### src/rtl/fetch_unit_if.sv
// fetch_unit_if: instruction-memory request/response, decode and redirect signals of the fetch unit
interface fetch_unit_if #(
    parameter int PC_WIDTH = 8
);
    logic                imem_req_valid;
    logic                imem_req_ready;
    logic [PC_WIDTH-1:0] imem_req_addr;
    logic                imem_resp_valid;
    logic [31:0]         imem_resp_data;
    logic                inst_valid;
    logic                inst_ready;
    logic [31:0]         inst_data;
    logic [PC_WIDTH-1:0] inst_pc;
    logic                redirect_valid;
    logic [PC_WIDTH-1:0] redirect_pc;
    modport master (
        output imem_req_valid, imem_req_addr, inst_valid, inst_data, inst_pc,
        input  imem_req_ready, imem_resp_valid, imem_resp_data, inst_ready, redirect_valid, redirect_pc
    );
    modport slave (
        input  imem_req_valid, imem_req_addr, inst_valid, inst_data, inst_pc,
        output imem_req_ready, imem_resp_valid, imem_resp_data, inst_ready, redirect_valid, redirect_pc
    );
endinterface

### src/rtl/fetch_unit.sv
// fetch_unit: credit-limited instruction fetch with in-order tag FIFO, output queue and redirect flush;
// defining FETCH_PERF_EN adds perf_fetched/perf_flushes counters
module fetch_unit #(
    parameter int                  PC_WIDTH = 8,
    parameter int                  DEPTH    = 4,
    parameter logic [PC_WIDTH-1:0] RESET_PC = '0
) (
    input  logic        clk,
    input  logic        reset,
`ifdef FETCH_PERF_EN
    output logic [31:0] perf_fetched,
    output logic [31:0] perf_flushes,
`endif
    fetch_unit_if.master bus
);
    localparam int AW = $clog2(DEPTH);
    localparam int CW = AW + 1;
    localparam logic [PC_WIDTH-1:0] ALIGN = ~PC_WIDTH'(3);
    logic [PC_WIDTH-1:0] fetch_pc;
    logic [CW-1:0]       outstanding, discard, q_count, out_next;
    logic [CW:0]         credits_used;
    logic [AW-1:0]       q_wr, q_rd, t_wr, t_rd;
    logic [31:0]         q_data [DEPTH];
    logic [PC_WIDTH-1:0] q_pc [DEPTH];
    logic [PC_WIDTH-1:0] t_pc [DEPTH];
    logic                redirect, req_fire, resp_ok, push, pop;
    // credit check, handshakes and queue-head presentation
    always_comb begin
        redirect           = bus.redirect_valid;
        credits_used       = {1'b0, q_count} + {1'b0, outstanding};
        bus.imem_req_valid = !reset && !redirect && credits_used < (CW+1)'(DEPTH);
        bus.imem_req_addr  = fetch_pc & ALIGN;
        bus.inst_valid     = !reset && !redirect && q_count != '0;
        bus.inst_data      = q_count != '0 ? q_data[q_rd] : '0;
        bus.inst_pc        = q_count != '0 ? q_pc[q_rd] : '0;
        req_fire           = bus.imem_req_valid && bus.imem_req_ready;
        resp_ok            = bus.imem_resp_valid && outstanding != '0;
        push               = resp_ok && discard == '0 && !redirect;
        pop                = bus.inst_valid && bus.inst_ready;
        out_next           = outstanding + CW'(req_fire) - CW'(resp_ok);
    end
    // fetch PC, outstanding/discard counters and the request tag FIFO
    always_ff @(posedge clk) begin
        if (reset) begin
            fetch_pc    <= RESET_PC;
            outstanding <= '0;
            discard     <= '0;
            t_wr        <= '0;
            t_rd        <= '0;
        end else begin
            outstanding <= out_next;
            if (redirect) begin
                fetch_pc <= bus.redirect_pc & ALIGN;
                discard  <= out_next;
                t_wr     <= '0;
                t_rd     <= '0;
            end else begin
                if (req_fire) begin
                    fetch_pc   <= fetch_pc + PC_WIDTH'(4);
                    t_pc[t_wr] <= bus.imem_req_addr;
                    t_wr       <= t_wr + 1'b1;
                end
                if (resp_ok && discard != '0)
                    discard <= discard - 1'b1;
                if (push)
                    t_rd <= t_rd + 1'b1;
            end
        end
    end
    // output queue: push paired responses, pop on decode handshake, flush on redirect
    always_ff @(posedge clk) begin
        if (reset || redirect) begin
            q_wr    <= '0;
            q_rd    <= '0;
            q_count <= '0;
        end else begin
            if (push) begin
                q_data[q_wr] <= bus.imem_resp_data;
                q_pc[q_wr]   <= t_pc[t_rd];
                q_wr         <= q_wr + 1'b1;
            end
            if (pop)
                q_rd <= q_rd + 1'b1;
            q_count <= q_count + CW'(push) - CW'(pop);
        end
    end
`ifdef FETCH_PERF_EN
    // performance counters: decode handshakes and redirect cycles
    always_ff @(posedge clk) begin
        if (reset) begin
            perf_fetched <= '0;
            perf_flushes <= '0;
        end else begin
            perf_fetched <= perf_fetched + 32'(pop);
            perf_flushes <= perf_flushes + 32'(redirect);
        end
    end
`endif
endmodule

### src/flat_wrapper.sv
// flat-port wrapper written by rule: the top's interface ports become plain ports
module fetch_unit_flat 
#(
    parameter int                  PC_WIDTH = 8,
    parameter int                  DEPTH    = 4,
    parameter logic [PC_WIDTH-1:0] RESET_PC = '0
)
  (clk, reset, bus_imem_req_valid, bus_imem_req_addr, bus_inst_valid, bus_inst_data, bus_inst_pc, bus_imem_req_ready, bus_imem_resp_valid, bus_imem_resp_data, bus_inst_ready, bus_redirect_valid, bus_redirect_pc);
  fetch_unit_if #(.PC_WIDTH(PC_WIDTH)) bus_i ();
  input  logic clk;
  input  logic reset;
  output wire logic [$bits(bus_i.imem_req_valid)-1:0] bus_imem_req_valid;
  output wire logic [$bits(bus_i.imem_req_addr)-1:0] bus_imem_req_addr;
  output wire logic [$bits(bus_i.inst_valid)-1:0] bus_inst_valid;
  output wire logic [$bits(bus_i.inst_data)-1:0] bus_inst_data;
  output wire logic [$bits(bus_i.inst_pc)-1:0] bus_inst_pc;
  input wire logic [$bits(bus_i.imem_req_ready)-1:0] bus_imem_req_ready;
  input wire logic [$bits(bus_i.imem_resp_valid)-1:0] bus_imem_resp_valid;
  input wire logic [$bits(bus_i.imem_resp_data)-1:0] bus_imem_resp_data;
  input wire logic [$bits(bus_i.inst_ready)-1:0] bus_inst_ready;
  input wire logic [$bits(bus_i.redirect_valid)-1:0] bus_redirect_valid;
  input wire logic [$bits(bus_i.redirect_pc)-1:0] bus_redirect_pc;
  assign bus_imem_req_valid = bus_i.imem_req_valid;
  assign bus_imem_req_addr = bus_i.imem_req_addr;
  assign bus_inst_valid = bus_i.inst_valid;
  assign bus_inst_data = bus_i.inst_data;
  assign bus_inst_pc = bus_i.inst_pc;
  assign bus_i.imem_req_ready = bus_imem_req_ready;
  assign bus_i.imem_resp_valid = bus_imem_resp_valid;
  assign bus_i.imem_resp_data = bus_imem_resp_data;
  assign bus_i.inst_ready = bus_inst_ready;
  assign bus_i.redirect_valid = bus_redirect_valid;
  assign bus_i.redirect_pc = bus_redirect_pc;
  fetch_unit #(.PC_WIDTH(PC_WIDTH), .DEPTH(DEPTH), .RESET_PC(RESET_PC)) u_core (.clk(clk), .reset(reset), .bus(bus_i));
endmodule
### config.mk
export PLATFORM = sky130hd
export DESIGN_NAME = fetch_unit_flat
export DESIGN_NICKNAME = d
export VERILOG_FILES = /design/src/rtl/fetch_unit_if.sv /design/src/rtl/fetch_unit.sv /design/src/flat_wrapper.sv
export SDC_FILE = /design/constraint.sdc
export NUM_CORES = 1
export LEC_CHECK = 0
export ABC_AREA = 1
export BUFFER_PORTS_ARGS = -buffer_cell sky130_fd_sc_hd__buf_2
export CAP_MARGIN = 0
export CORE_MARGIN = 3
export CORE_UTILIZATION = 45
export CTS_BUF_LIST = sky130_fd_sc_hd__clkbuf_4 sky130_fd_sc_hd__clkbuf_8
export DETAILED_ROUTE_END_ITERATION = 10
export PLACE_DENSITY = 0.78
export REMOVE_ABC_BUFFERS = 1
export SYNTH_ARGS = -nofsm -noshare
export SYNTH_HDL_FRONTEND = slang
export SYNTH_SLANG_ARGS = --single-unit
export TNS_END_PERCENT = 1
### constraint.sdc
create_clock -name clk -period 4 [get_ports clk]
set_input_delay 1.2 -clock clk [delete_from_list [all_inputs] [get_ports clk]]
set_output_delay 1.2 -clock clk [all_outputs]
set_load 0.01 [all_outputs]
==> results of run 1 <==
worst max path at each step:
| stage | start | to | slack (ns) | depth (start not counted) |
|---|---|---|---|---|
| 2_1_floorplan | flip-flop | bus_inst_data[30] | -0.28 | 3 |
| 3_3_place_gp | bus_redirect_valid | bus_inst_valid | 0.78 | 5 |
| 3_5_place_dp | bus_redirect_valid | bus_inst_valid | 0.77 | 5 |
| 4_1_cts | flip-flop | bus_inst_pc[6] | 0.55 | 6 |
| 5_1_grt | flip-flop | bus_inst_pc[2] | 0.42 | 6 |
| 6_report | flip-flop | bus_inst_pc[5] | 0.62 | 6 |
state kept, by name, summed over array words and instances (netlist names), named ones only:
name	cells
u_core.fetch_pc	6
u_core.discard	3
u_core.q_data	128
u_core.q_rd	2
u_core.t_wr	2
u_core.q_pc	24
u_core.q_wr	2
u_core.t_rd	2
u_core.q_count	3
u_core.t_pc	24
u_core.outstanding	3
synth_stat cells (all sizes together), types with 5 or more instances:
master / number
inv: 44
xor2: 5
dfxtp: 27
buf: 27
nor2: 187
a21oi: 58
edfxtp: 176
o21ai: 99
nand2: 43
nand3: 14
clkbuf: 13
ha: 17
o22ai: 6
logic make-up (layout without fill, tap and decap cells):
| family | after synthesis | after routing | share of synthesized area |
|---|---|---|---|
| xor+xnor | 6 | 6 | 0.00628 |
| other cells | 1 | 4 | 0.000448 |
| compound gates | 165 | 165 | 0.101 |
| buf+inv | 84 | 200 | 0.0456 |
| fa+ha+maj | 19 | 19 | 0.0302 |
| flops | 203 | 203 | 0.696 |
| simple gates | 250 | 250 | 0.121 |
layout make-up:
type                            instances  area (µm²)
Inverter                               44         165
Fill cell                            1508        8380
Clock buffer                           48         598
Clock inverter                          8        41.3
Tap cell                              229         287
Sequential cell                       203        5830
Timing Repair Buffer                  100         578
Multi-Input combinational cell        444        2210
layer usage:
metal  part of all wire  vias to the layer above  routed length (µm)  global-route usage
met3              0.066                       21                1060              0.0403
met1               0.41                     2528                6640               0.195
met5                  0                        -                   0                   0
met2               0.50                      162                8020               0.272
met4              0.018                        0                 284              0.0540
li1                   -                     2701                   -                   -
where the power goes:
part / leakage (nW) / internal (mW) / switching [mW]
combinational: 1.54 / 0.146 / 0.248
sequential: 1.81 / 2.37 / 0.0388
clock: 0.338 / 0.958 / 0.737
per-stage QoR:
step                TNS [ns]  area [µm²]
global placement           0        9060
floorplan              -9.45        8160
detailed placement         0        9060
global route               0        9700
CTS                        0        9700
finish                     0        9700
layout by cell type (no fill, tap or decap), types with 3 or more instances in the layout:
| cell type | netlist | routed |
|---|---|---|
| nand3_1 | 14 | 14 |
| clkbuf_4 | 0 | 10 |
| buf_12 | 0 | 4 |
| o22ai_1 | 6 | 6 |
| buf_4 | 8 | 7 |
| edfxtp_1 | 176 | 176 |
| conb_1 | 1 | 4 |
| buf_2 | 13 | 89 |
| inv_1 | 42 | 42 |
| nor2_4 | 1 | 5 |
| ha_1 | 17 | 17 |
| nand2_1 | 39 | 39 |
| a21oi_1 | 58 | 58 |
| nor2_1 | 184 | 180 |
| nand2_2 | 3 | 3 |
| clkinv_1 | 0 | 4 |
| xor2_1 | 5 | 5 |
| o21ai_0 | 98 | 98 |
| dfxtp_1 | 27 | 26 |
| clkbuf_8 | 0 | 38 |
critical path, cell delays in order (launching register included):
cell and delay [ns]:
dfxtp_1 0.63, inv_1 0.08, buf_4 0.30, nor2_1 0.14
o21ai_0 0.08, a21oi_1 0.25, buf_2 0.19
==> impl_metrics.tcl, run 1 <==
set metrics [dict create \
    p_per_area_nw_per_um2 463 \
    antenna_found_initial 0 \
    finalSetupViolCount 0 \
    holdPathStages 1 \
    grt_pass1_wl_mm 25.4 \
    synth_top_area_cell "edfxtp_1" \
    hold_path_class "reg2reg" \
    viasPerCell 5.03 \
    grt_pass1_vias 5367 \
    critical_path_peak_fanout 38 \
    finalNetCount 892 \
    cts.hold.buffers_added 0 \
    crit_path_start_kind "flip-flop" \
    vdd_drop_max_mv 0.309 \
    post-place-cells 1020 \
    reg2regPathDepth 11 \
    fmax_mhz 296 \
    postCtsSetupRepairBufs 0 \
    fin_cells 1076 \
    skew_ns 0.0159 \
    synth_area_um2 8370 \
    ios 96 \
    grt_start_max_net_pins 49 \
    endpoint_kind "primary output" \
    remaining_drc_errors 0 \
    slew_headroom 0.597 \
    synth_top_area_share 0.632 \
    drt-wirelength-per-cell_um 14.9 \
    post-place-ws_ns 0.775 \
    yosys_warnings 0 \
    die_h_um 142 \
    rows 49 \
    required_ns 2.80 \
    synth.area.top_cells "edfxtp_1 63%, nor2_1 8.3%, dfxtp_1 6.5%" \
    port_buffers 89 \
    finalHoldViolations 0 \
    area_delta_synth_final_pct 16.0 \
    ant_nets 0 \
    cts_tree "done" \
    overflow 0 \
    synth_edf_count 176 \
    slew_violations 0 \
    synthFlopType "edfxtp_1" \
    grt_use_total 0.158 \
    async_flop_share 0 \
    clock_sinks 203 \
    finalCritPeriodShare 0.845 \
    die_x_um 142 \
    min_to "u_core.t_rd[0]$_SDFFE_PP0N_" \
    core_area_um2 18100 \
    reg2reg_to "u_core.q_count[2]$_SDFF_PP0_" \
    status "finished clean" \
    clkLatencyLatePin_ns 0.50 \
    drt_iter0_markers 344 \
    place_hpwl_mm 9.40 \
    worstPathArrival_ns 2.18 \
    n_antenna_cell 0 \
    synth-seq-cells 203 \
    p_leak_nw 3.69 \
    cts_resized 0 \
    clkTransAtPathRegs_ns 0.06 \
    timing.hold.ws_ns 0.497 \
    tightest_slew_ns 0.603 \
    hold_start "u_core.t_rd[0]$_SDFFE_PP0N_" \
    crit_type "reg2out" \
    synth_cells 728 \
    cts-root-buf "clkbuf_8" \
    r2r_slack_ns 1.52 \
    fp.dieArea_um2 20300 \
    gp_congestion 0.789 \
    reg2reg_from "u_core.q_count[1]$_SDFF_PP0_" \
    utilization 0.536 \
    firstDrtPassIters 4 \
    cts_buffer_depth 3 \
    vias 5412 \
    syn_area_per_cell_um2 11.5 \
    cts_inserted_buffers 34 \
    ys_seq_area_frac 0.696 \
    layout-drive-gt1-share 0.200 \
    finalPower_mw 4.50 \
    max_cap_viol_count 0 \
    fin_crit_ns 3.38 \
    initial_core_util 0.463 \
    h-tree-depth 2 \
    timing.final.ws_setup_ns 0.620 \
    rsz0062_at_grt "false" \
    synth_cell_type_count 32 \
    wl_mm 16.0 \
]
No activity file was read; power rests on OpenSTA's default activity.
==> run 2, diff against run 1 <==
Settings changed: PLACE_DENSITY 0.78 to 0.75.
Clock period 4 ns to 3.2 ns, I/O delays scaled along.
==> run 2 against run 1 <==
  * Sequential share of layout area is 0.53 points lower
  * Sequential power grew 25%
  * Cell count up 0.93%
  * Critical path depth stayed put
  * Combinational power up 26%
  * Global-route usage is 0.14 points higher
  * Core utilization increased by 0.51 points
  * Cell area up 0.94%
  * Non-clock buffer count up 3
==> impl_metrics.tcl, run 2 (synthesis gave the netlist of run 1 again) <==
set metrics [dict create \
    status "finished clean" \
    die_h_um 142 \
    finalPower_mw 5.75 \
    grtUsageMet2 0.267 \
    crit_type "reg2out" \
    initial_core_util 0.463 \
    fp.dieArea_um2 20300 \
    viasPerCell 5.01 \
    ios 96 \
    nFillCells 1487 \
    layout-drive-gt1-share 0.204 \
    skew_ns 0.0163 \
    reg2reg_to "u_core.q_count[2]$_SDFF_PP0_" \
    timing.final.ws_setup_ns 0.231 \
    drt_iter0_markers 279 \
    critical_path_peak_fanout 24 \
    cts_buffer_depth 3 \
    busiest_layer "met2" \
    critPathCapture "bus_inst_pc[5]" \
    finalHoldViolations 0 \
    clock_sinks 203 \
    cts-root-buf "clkbuf_8" \
    reg2regPathDepth 11 \
    endpoint_kind "primary output" \
    core_area_um2 18100 \
    drt-wirelength-per-cell_um 15.1 \
    overflow 0 \
    clkTransAtPathRegs_ns 0.06 \
    place_hpwl_mm 9.60 \
    worstPathArrival_ns 2.01 \
    remaining_drc_errors 0 \
    vdd_drop_max_mv 0.425 \
    postCtsSetupRepairBufs 0 \
    layout_commonest_cell "nor2_1" \
    ant_nets 0 \
    slew_headroom 0.596 \
    post-place-ws_ns 0.387 \
    globalRouteMet1Util 0.201 \
    met3_usage 0.0366 \
    grt_pass1_wl_mm 25.8 \
    tns_ns 0 \
    grt_start_max_net_pins 40 \
    hold_path_class "reg2reg" \
    reg_top3 "u_core.q_data (128), u_core.q_pc (24), u_core.t_pc (24)" \
    firstDrtPassIters 4 \
    grt_use_total 0.159 \
    fmax_mhz 337 \
    crit_path_start_kind "flip-flop" \
    rows 49 \
    die_x_um 142 \
    gp_congestion 0.780 \
    layout_common_cells "180 x nor2_1, 176 x edfxtp_1, 98 x o21ai_0, 89 x buf_2, 58 x a21oi_1" \
    regMostFlops "u_core.q_data" \
    finalSetupViolCount 0 \
    finalNetCount 895 \
    area_delta_synth_final_pct 17.0 \
    fin_crit_ns 2.97 \
    required_ns 2.24 \
    cts_tree "done" \
    h-tree-depth 2 \
    cts_inserted_buffers 34 \
    p_per_area_nw_per_um2 588 \
    slew_violations 0 \
    p_leak_nw 3.74 \
    finalCritPeriodShare 0.928 \
    vias 5446 \
    tightest_slew_ns 0.603 \
    grt_pass1_vias 5398 \
    utilization 0.541 \
    r2r_slack_ns 0.93 \
    reg2reg_from "u_core.q_count[1]$_SDFF_PP0_" \
    antenna_found_initial 0 \
    max_cap_viol_count 0 \
    port_buffers 89 \
    wl_mm 16.4 \
    rsz0062_at_grt "false" \
    largest_reg_flops 128 \
    clkLatencyLatePin_ns 0.52 \
]
-- run 2: cell types whose count changed in the layout (fill, tap and decap cells not counted), sizes merged --
cell      previous run  this run
buf                100       103
bufinv               0         1
clkinv               7        11
clkinvlp             1         0
diode                0         1
inv                 44        46
-- run 2: through the flow --
step / instance area (µm²) / hold WS (ns) / cells
2_1_floorplan: 8160 / 0.454 / 691
3_3_place_gp: 9100 / 0.475 / 1023
3_5_place_dp: 9100 / 0.474 / 1023
4_1_cts: 9780 / 0.490 / 1085
5_1_grt: 9790 / 0.519 / 1085
6_report: 9790 / 0.488 / 1086
-- run 2: worst min path at each step --
stage / cells past startpoint / slack [ns] / endpoint / start
after floorplan: 1 / 0.45 / flip-flop / u_core.t_rd[0]$_SDFFE_PP0N_
after global placement: 1 / 0.47 / u_core.t_rd[0]$_SDFFE_PP0N_ / u_core.t_rd[0]$_SDFFE_PP0N_
after detailed placement: 1 / 0.47 / u_core.t_rd[0]$_SDFFE_PP0N_ / u_core.t_rd[0]$_SDFFE_PP0N_
after CTS: 1 / 0.49 / u_core.t_rd[0]$_SDFFE_PP0N_ / u_core.t_rd[0]$_SDFFE_PP0N_
after global routing: 1 / 0.52 / u_core.t_rd[0]$_SDFFE_PP0N_ / u_core.t_rd[0]$_SDFFE_PP0N_
final: 1 / 0.49 / u_core.t_rd[0]$_SDFFE_PP0N_ / u_core.t_rd[0]$_SDFFE_PP0N_
-- run 2: per-layer routing --
metal / up-vias / wire length (µm)
met2: 140 / 7980
met5: - / 0
met4: 0 / 369
li1: 2722 / -
met1: 2556 / 7080
met3: 28 / 931
-- run 2: layout make-up --
type / count / area [µm²] / area share
well taps: 229 / 287 / 0.0293
clock inverters: 14 / 92.6 / 0.00945
inverters: 44 / 168 / 0.0171
repair buffers: 103 / 617 / 0.0630
clock buffers: 48 / 592 / 0.0604
flip-flops and latches: 203 / 5830 / 0.595
diodes: 1 / 2.50 / 0.000256
multi-input cells: 444 / 2210 / 0.225
-- run 2: timing repair --
item | in CTS | in global routing
hold buffers | 0 | 0
resized for setup | 0 | 4
endpoints found under the setup margin | 0 | 29
-- run 2: critical path, stage by stage (launching register included) --
cell and delay, ns:
dfxtp_4 0.48, buf_4 0.32, nor2_1 0.08, nor2_1 0.09
o21ai_0 0.10, a21oi_1 0.24, buf_2 0.18
-- run 2: report_power, final --
part	switching, mW	internal, mW
Sequential	0.0477	2.96
Clock	0.967	1.28
Combinational	0.312	0.186
==> run 3, diff against run 2 <==
Settings changed: CELL_PAD_IN_SITES_DETAIL_PLACEMENT set to 1, CELL_PAD_IN_SITES_GLOBAL_PLACEMENT set to 1, PLACE_DENSITY 0.75 to 0.88.
==> run 3 against run 2 <==
  * Worst hold slack improved by 0.026 ns
  * Largest power group unchanged
  * Sequential share of layout area decreased by 0.21 points
  * Critical path depth increased by 1
  * Routed wire length increased by 25%
  * Sequential power about the same
  * Via count increased by 5.0%
  * Register-to-register slack got worse by 0.06 ns
  * Combinational power increased by 6.4%
  * Cell count about the same
  * Clock power about the same
  * Critical endpoint is now bus_inst_data[21]
==> impl_metrics.tcl, run 3 (synthesis gave the netlist of run 1 again) <==
set metrics [dict create \
    firstDrtPassIters 4 \
    fin_crit_ns 3.01 \
    grt_pass1_vias 6279 \
    grt_use_total 0.205 \
    core_area_um2 18100 \
    rows 49 \
    path_buf_inv 4 \
    multi_input_area_um2 2210 \
    cts.hold.buffers_added 0 \
    initial_core_util 0.463 \
    fp.dieArea_um2 20300 \
    viasPerCell 5.27 \
    path_delay_family "buffers and inverters" \
    critical-path-max-stage-delay_ns 0.33 \
    area_delta_synth_final_pct 17.4 \
    antenna_found_initial 0 \
    p_per_area_nw_per_um2 590 \
    cts_buffer_depth 3 \
    slowest_stage "dfxtp_2" \
    fmax_mhz 332 \
    max_cap_viol_count 0 \
    path_common_cell "buf_4" \
    clkLatencyLatePin_ns 0.50 \
    p_leak_nw 3.74 \
    status "finished clean" \
    layout-drive-gt1-share 0.206 \
    cts_resized 0 \
    hold_path_class "reg2reg" \
    cts_inserted_buffers 34 \
    reg_top3 "u_core.q_data (128), u_core.q_pc (24), u_core.t_pc (24)" \
    finalPower_mw 5.80 \
    remaining_drc_errors 0 \
    drt-wirelength-per-cell_um 18.9 \
    crit_type "reg2out" \
    port_buffers 89 \
    clkTransAtPathRegs_ns 0.06 \
    layout_common_cells "180 x nor2_1, 176 x edfxtp_1, 98 x o21ai_0, 89 x buf_2, 58 x a21oi_1" \
    largest_reg_flops 128 \
    critical_path_peak_fanout 12 \
    gp_congestion 0.782 \
    overflow 0 \
    finalSetupViolCount 0 \
    seq_area_um2 5830 \
    grt_start_max_net_pins 77 \
    nFillCells 1923 \
    clock_sinks 203 \
    postCtsSetupRepairBufs 0 \
    tightest_slew_ns 0.575 \
    die_x_um 142 \
    grt_pass1_wl_mm 32.5 \
    vdd_drop_max_mv 0.363 \
    place_hpwl_mm 13.4 \
    ant_nets 0 \
    layout_commonest_cell "nor2_1" \
    finalNetCount 899 \
    wl_mm 20.5 \
    worstPathArrival_ns 2.05 \
    path_cells "inv_1 -> buf_4 -> buf_4 -> nor2_1 -> o21ai_0 -> a21oi_1 -> buf_2" \
    regMostFlops "u_core.q_data" \
    finalHoldViolations 0 \
    cts-root-buf "clkbuf_8" \
    vias 5720 \
    skew_ns 0.0132 \
    slew_violations 0 \
    die_h_um 142 \
    rsz0062_at_grt "false" \
    finalCritPeriodShare 0.942 \
    utilization 0.543 \
    endpoint_kind "primary output" \
    drt_iter0_markers 363 \
    required_ns 2.24 \
    ios 96 \
    h-tree-depth 2 \
    slew_headroom 0.615 \
    cts_tree "done" \
    crit_path_start_kind "flip-flop" \
]
-- run 3: metal layers --
layer	GRT usage	routed length [µm]	vias to the layer above
met3	0.0393	937	39
met4	0.0660	418	0
met5	0	0	-
li1	-	-	2719
met1	0.238	8100	2812
met2	0.382	11000	150
-- run 3: per-stage QoR --
stage / instance area [µm²] / hold WS (ns) / setup WS (ns) / instances / TNS [ns]
floorplan: 8160 / 0.454 / -0.838 / 691 / -81.31
global placement: 9150 / 0.470 / 0.314 / 1027 / 0
detailed placement: 9150 / 0.509 / 0.262 / 1027 / 0
CTS: 9820 / 0.523 / 0.108 / 1084 / 0
global route: 9820 / 0.537 / 0.0190 / 1084 / 0
finish: 9830 / 0.514 / 0.185 / 1085 / 0
-- run 3: cell type report --
class / count / share of cell area
Clock buffer: 44 / 0.0565
Antenna cell: 1 / 0.000255
Timing Repair Buffer: 107 / 0.0680
Clock inverter: 13 / 0.0113
Multi-Input combinational cell: 444 / 0.225
Inverter: 44 / 0.0171
Sequential cell: 203 / 0.593
Tap cell: 229 / 0.0292
-- run 3: path summary, 6_finish.rpt --
check                                      start                             end  slack [ns]  depth (start not counted)
setup / recovery                       flip-flop               bus_inst_data[21]        0.19                          7
hold / removal       u_core.t_rd[0]$_SDFFE_PP0N_     u_core.t_rd[0]$_SDFFE_PP0N_        0.51                          1
setup reg to reg  u_core.discard[0]$_SDFFE_PP0P_  u_core.q_data[1][28]$_DFFE_PP_        0.87                          9
hold reg to reg      u_core.t_rd[0]$_SDFFE_PP0N_     u_core.t_rd[0]$_SDFFE_PP0N_        0.51                          1
-- run 3: report_power, final --
part / switching [mW] / leakage (nW) / internal (mW)
clock: 0.967 / 0.343 / 1.29
sequential: 0.0533 / 1.81 / 2.96
combinational: 0.339 / 1.59 / 0.192
total: 1.36 / 3.74 / 4.44
-- run 3: worst register-to-register path, cell delays in order (launching register included) --
cell and delay [ns]:
dfxtp_1 0.32, inv_1 0.08, ha_1 0.16, nand2_1 0.07, nor2_1 0.09, nand2_1 0.15
inv_1 0.19, nand2_1 0.29, nor2_4 0.43, buf_12 0.24
